<file path="src/rtl/tdm_pkg.sv">
// Shared TDM definitions: FSM states, default frame geometry, slot slicing helper.
// Latency: n/a (types and constants only).
// Backpressure: n/a.
package tdm_pkg;

    localparam int TDM_NCH = 4;
    localparam int TDM_W   = 8;

    typedef enum logic [1:0] {
        IDLE = 2'd0,
        RUN  = 2'd1,
        PAR  = 2'd2
    } tdm_state_t;

    // LSB position of slot k inside a flattened NCH*W channel bus.
    function automatic int slot_lsb(input int k, input int w);
        return k * w;
    endfunction

endpackage

</file>
<file path="src/rtl/tdm_shift_in.sv">
// MSB-first serial-to-parallel shifter; word presents the W-bit value including the current din.
// Latency: word is combinational on din, so the final bit of a slot is usable on its own sampling edge.
// Backpressure: none; shifts only when en is high, clr empties the history.
module tdm_shift_in
    import tdm_pkg::*;
#(
    parameter int W = TDM_W
) (
    input  logic         clk,
    input  logic         rst_n,
    input  logic         en,
    input  logic         clr,
    input  logic         din,
    output logic [W-1:0] word
);

    // Only W-1 bits need storing: the W-th bit is the one being sampled.
    logic [W-2:0] hist;

    assign word = {hist, din};

    always_ff @(posedge clk or negedge rst_n) begin
        if (!rst_n) begin
            hist <= '0;
        end else if (clr) begin
            hist <= '0;
        end else if (en) begin
            hist <= word[W-2:0];
        end
    end

endmodule

</file>
<file path="src/rtl/tdm_demux.sv">
// Framed bit-serial TDM demultiplexer; optional trailing even-parity bit with TDM_DEMUX_PARITY_EN.
// Latency: word and ch_valid[k] registered on the edge sampling the slot's last bit.
// Backpressure: none; sdata_en qualifies every input bit, state holds while it is low.
module tdm_demux
    import tdm_pkg::*;
#(
    parameter int NCH = TDM_NCH,
    parameter int W   = TDM_W
) (
    input  logic             clk,
    input  logic             rst_n,
    input  logic             sdata,
    input  logic             sdata_en,
    input  logic             fsync,
    output logic [NCH*W-1:0] ch_data,
    output logic [NCH-1:0]   ch_valid,
    output logic             frame_done,
    output logic             frame_err,
    output logic             parity_err
);

    localparam int BW = (W > 1) ? $clog2(W) : 1;
    localparam int SW = (NCH > 1) ? $clog2(NCH) : 1;

    tdm_state_t      state, state_nxt;
    logic [BW-1:0]   bit_cnt, bit_nxt;
    logic [SW-1:0]   slot_cnt, slot_nxt;
    logic            load_slot, done_nxt, err_nxt, sh_clr;
    logic [W-1:0]    word;

`ifdef TDM_DEMUX_PARITY_EN
    logic            par_acc, par_nxt, perr_nxt;
`endif

    tdm_shift_in #(.W(W)) u_shift (
        .clk   (clk),
        .rst_n (rst_n),
        .en    (sdata_en),
        .clr   (sh_clr),
        .din   (sdata),
        .word  (word)
    );

    always_comb begin
        state_nxt = state;
        bit_nxt   = bit_cnt;
        slot_nxt  = slot_cnt;
        load_slot = 1'b0;
        done_nxt  = 1'b0;
        err_nxt   = 1'b0;
        sh_clr    = 1'b0;
`ifdef TDM_DEMUX_PARITY_EN
        par_nxt   = par_acc;
        perr_nxt  = 1'b0;
`endif
        if (sdata_en) begin
            case (state)
                IDLE: begin
                    if (fsync) begin
                        state_nxt = RUN;
                        bit_nxt   = BW'(1);
                        slot_nxt  = '0;
`ifdef TDM_DEMUX_PARITY_EN
                        par_nxt   = sdata;
`endif
                    end else begin
                        sh_clr = 1'b1;
                    end
                end
                RUN: begin
                    // Frame bit 0 is always consumed in IDLE/PAR, so any fsync seen here is early.
                    if (fsync) begin
                        err_nxt  = 1'b1;
                        bit_nxt  = BW'(1);
                        slot_nxt = '0;
`ifdef TDM_DEMUX_PARITY_EN
                        par_nxt  = sdata;
`endif
                    end else begin
`ifdef TDM_DEMUX_PARITY_EN
                        par_nxt = par_acc ^ sdata;
`endif
                        if (bit_cnt == BW'(W - 1)) begin
                            load_slot = 1'b1;
                            bit_nxt   = '0;
                            if (slot_cnt == SW'(NCH - 1)) begin
                                slot_nxt = '0;
`ifdef TDM_DEMUX_PARITY_EN
                                state_nxt = PAR;
`else
                                done_nxt  = 1'b1;
                                state_nxt = IDLE;
`endif
                            end else begin
                                slot_nxt = slot_cnt + SW'(1);
                            end
                        end else begin
                            bit_nxt = bit_cnt + BW'(1);
                        end
                    end
                end
`ifdef TDM_DEMUX_PARITY_EN
                PAR: begin
                    if (fsync) begin
                        err_nxt   = 1'b1;
                        state_nxt = RUN;
                        bit_nxt   = BW'(1);
                        slot_nxt  = '0;
                        par_nxt   = sdata;
                    end else begin
                        done_nxt  = 1'b1;
                        perr_nxt  = par_acc ^ sdata;
                        state_nxt = IDLE;
                    end
                end
`endif
                default: state_nxt = IDLE;
            endcase
        end
    end

    always_ff @(posedge clk or negedge rst_n) begin
        if (!rst_n) begin
            state      <= IDLE;
            bit_cnt    <= '0;
            slot_cnt   <= '0;
            ch_data    <= '0;
            ch_valid   <= '0;
            frame_done <= 1'b0;
            frame_err  <= 1'b0;
        end else begin
            state      <= state_nxt;
            bit_cnt    <= bit_nxt;
            slot_cnt   <= slot_nxt;
            ch_valid   <= '0;
            frame_done <= done_nxt;
            frame_err  <= err_nxt;
            for (int k = 0; k < NCH; k++) begin
                if (load_slot && slot_cnt == SW'(k)) begin
                    ch_data[slot_lsb(k, W) +: W] <= word;
                    ch_valid[k]                  <= 1'b1;
                end
            end
        end
    end

`ifdef TDM_DEMUX_PARITY_EN
    always_ff @(posedge clk or negedge rst_n) begin
        if (!rst_n) begin
            par_acc    <= 1'b0;
            parity_err <= 1'b0;
        end else begin
            par_acc    <= par_nxt;
            parity_err <= perr_nxt;
        end
    end
`else
    assign parity_err = 1'b0;
`endif

endmodule

</file>
<file path="config.mk">
export PLATFORM = sky130hd
export DESIGN_NAME = tdm_demux
export DESIGN_NICKNAME = d
export VERILOG_FILES = /design/src/rtl/tdm_pkg.sv /design/src/rtl/tdm_shift_in.sv /design/src/rtl/tdm_demux.sv
export SDC_FILE = /design/constraint.sdc
export NUM_CORES = 1
export LEC_CHECK = 0
export ABC_AREA = 1
export CAP_MARGIN = 20
export CORE_MARGIN = 2
export CORE_UTILIZATION = 30
export CTS_CLUSTER_SIZE = 10
export DETAILED_ROUTE_END_ITERATION = 6
export PLACE_DENSITY = 0.5
export SLEW_MARGIN = 25
export SYNTH_ARGS = -nofsm -noshare
export SYNTH_HDL_FRONTEND = slang
export SYNTH_SLANG_ARGS = --single-unit
</file>
<file path="constraint.sdc">
create_clock -name clk -period 3.9 [get_ports clk]
set_clock_uncertainty 0.15 [all_clocks]
set_input_delay 1.17 -clock clk [delete_from_list [all_inputs] [get_ports clk]]
set_output_delay 1.17 -clock clk [all_outputs]
set_load 0.005 [all_outputs]
</file>
==> results.yml <==
global_route:
  first_global_vias: 1521
  antenna_found_initial: 0
  grt-ovfl-total: 0
  grt_busiest_layer: "met2"
  grt_start_max_net_pins: 33
  met2_usage_pct: 19.9
  groute.usage.overall_pct: 13.0
  globalRouteMet1Util_pct: 19.0
  grt_pass1_wl_um: 7850
  use_met3_pct: 2.52
sta:
  rsz0062_at_grt: "no"
  fmax_mhz: 345
  slew_headroom_pct: 57.6
  hold_viol_final: 0
  fin_crit_ns: 2.90
  tns_ns: 0
  min_period_over_period_pct: 74.4
  drv_slew: 0
  setup-violations-final: 0
  worst_slew_pin_slew_ns: 0.635
cts:
  clk_latency_ns: 0.30
  post_cts_buffers: 0
  cts-root-buf: "clkbuf_8"
  cts_tree: "done"
  cts_resized: 0
  hold_buffers: 0
  numCtsBuffers: 5
  cts.sinks: 51
  clk_pin_slew_ns: 0.10
  htreeDepth: 2
  clockBufferDepth: 2
critical_path:
  cp-startpoint: "sdata_en"
  critPathCaptureType: "register"
  critPathSlowestCell: "clkdlybuf4s50_1"
  cpPeakStageDelay_ns: 0.75
  cp_cell_sequence: "clkdlybuf4s50_1 > nand2_1 > nor2_4 > nand3_1 > nand2_1"
  required_ns: 3.99
  worst-path-stages: 5
  crit_buf_inv: 1
  crit_type: "in2reg"
  cp_max_fo: 32
  cp-start-kind: "primary input"
  rr_startpoint: "bit_cnt[0]$_DFFE_PN0P_"
  crit_arrival_ns: 2.99
  ff2ff_path_depth: 6
  crit_top_cell: "nand2_1"
  worstReg2RegEnd: "ch_data[15]$_DFFE_PN0P_"
  crit_end: "ch_data[15]$_DFFE_PN0P_"
  crit_family: "simple AND/OR/NAND/NOR gates"
  ff2ff_setup_slack_ns: 2.00
power_and_ir_drop:
  p_leak_nw: 1.44
  p_per_area_nw_per_um2: 441
  irDropWorstVdd_v: 0.000182
routing:
  via_count: 1575
  drt_iter0_drc: 100
  wire_per_inst_um: 13.3
  first_pass_iters: 4
  wl_um: 4870
  vias_per_cell: 4.29
  drc: 0
  final_antenna_net_count: 0
cells_and_area:
  final_cell_mix: "81 x nand2_1, 51 x dfrtp_1, 41 x clkdlybuf4s50_1"
  drive_gt1_share_pct: 6.27
  fillCellCount: 697
  fin_nets: 284
  postLayoutCellArea_um2: 2770
  layout_commonest_cell: "nand2_1"
  synthToLayoutAreaGrowth_pct: 28.5
  n_antenna_cell: 0
synth:
  synth-xor-area-share_pct: 0
  synth_top_family_by_area: "simple AND/OR/NAND/NOR gates"
  synth_nets: 243
  netlist_area_um2: 2160
  synth-compound-area-share_pct: 2.38
  netlist-cell-type-count: 18
  synthCells: 229
  yosys_warnings: 0
  synth_mux_area_share_pct: 0
  ys_seq_elements: 51
  yosysSeqAreaShare_pct: 59.1
  yosys.area_share.simple_pct: 27.0
  syn_avg_cell_area_um2: 9.42
  synthAdderAreaFrac_pct: 5.22
placed_design:
  io_buffers: 42
  dp_hpwl_um: 3330
  gp_congestion: 0.768
  place_area_um2: 2640
floorplan:
  initial_core_util_pct: 31.4
  top_level_ports: 44
  die_area_um2: 7890
  die_y_um: 88.8
  core-area_um2: 6870
  fp-row-count: 30
  die_x_um: 88.8
min_path:
  holdPathStages: 2
  holdCritPathClass: "reg2reg"
run:
  maxCapViolCount: 0
run_status:
  status: "finished clean"
synth_stat cells:
cell	count	area (um2)
nand2_1	81	304
dfrtp_1	51	1280
nand3_1	38	190
inv_1	18	67.6
ha_1	9	113
nor2_1	5	18.8
o22ai_1	5	31.3
clkbuf_1	4	15.0
nand3_2	4	40.0
buf_6	3	33.8
a21oi_1	2	10.0
nor2_4	2	22.5
o21ai_0	2	10.0
buf_2	1	5.00
buf_4	1	7.51
conb_1	1	3.75
inv_2	1	3.75
or2_2	1	6.26
through the flow:
stage	worst slack [ns]	util (%)	cells	power (mW)	hold WS (ns)
2_1_floorplan	1.81	-	229	0.702	0.303
3_3_place_gp	0.712	38.4	359	0.796	0.305
3_5_place_dp	0.666	38.4	359	0.800	0.312
4_1_cts	0.982	40.4	367	1.23	0.335
5_1_grt	0.817	40.4	367	1.28	0.347
6_report	1.00	40.4	367	1.22	0.329
cell type report:
type                       instances  area [um2]  area share [%]
clock buffer                       6        72.6            2.62
clock inverter                     2        60.1            2.17
inverter                          19        71.3            2.57
multi-input combinational        150         749            27.0
sequential                        51        1280            46.0
tap                               96         120            4.33
timing repair buffer              43         423            15.3
how the worst min path moves through the flow:
stage / from / slack (ns) / endpoint
after floorplan: bit_cnt[1]$_DFFE_PN0P_ / 0.30 / bit_cnt[1]$_DFFE_PN0P_
after global placement: ch_data[16]$_DFFE_PN0P_ / 0.31 / ch_data[16]$_DFFE_PN0P_
after detailed placement: ch_data[27]$_DFFE_PN0P_ / 0.31 / ch_data[27]$_DFFE_PN0P_
after CTS: ch_data[2]$_DFFE_PN0P_ / 0.33 / ch_data[2]$_DFFE_PN0P_
after global routing: ch_data[28]$_DFFE_PN0P_ / 0.35 / ch_data[28]$_DFFE_PN0P_
final: ch_data[20]$_DFFE_PN0P_ / 0.33 / ch_data[20]$_DFFE_PN0P_
per-layer routing:
metal | up-vias | share of wire (%)
met2 | 29 | 45
met1 | 736 | 51
met5 | - | 0
met4 | 0 | 0.78
li1 | 805 | -
met3 | 5 | 3.0
where the power goes:
group | internal, mW | leakage (nW) | switching, mW
registers | 0.572 | 0.690 | 0.0434
logic | 0.0770 | 0.681 | 0.0936
clock network | 0.257 | 0.0654 | 0.180
total | 0.906 | 1.44 | 0.317
flip-flops by register name (all words and copies together) (netlist names):
register      count
state             1
u_shift.hist      7
ch_data          32
slot_cnt          2
ch_valid          4
frame_done        1
frame_err         1
bit_cnt           3
worst reg2reg max path, cell delays in order (launching register included):
cell and delay, ns:
dfrtp_1 0.37, ha_1 0.18, ha_1 0.17, nand2_1 0.11
nor2_4 0.56, nand3_1 0.19, nand2_1 0.11
kinds of logic (layout without fill, tap and decap cells):
family / count (synthesis) / in the layout
buffers and inverters: 28 / 70
other: 1 / 1
adder cells (fa/ha/maj): 9 / 9
AO/OA/AOI/OAI: 9 / 9
flip-flops: 51 / 51
AND/OR/NAND/NOR: 131 / 131
Power figures use the tool's default switching activity.
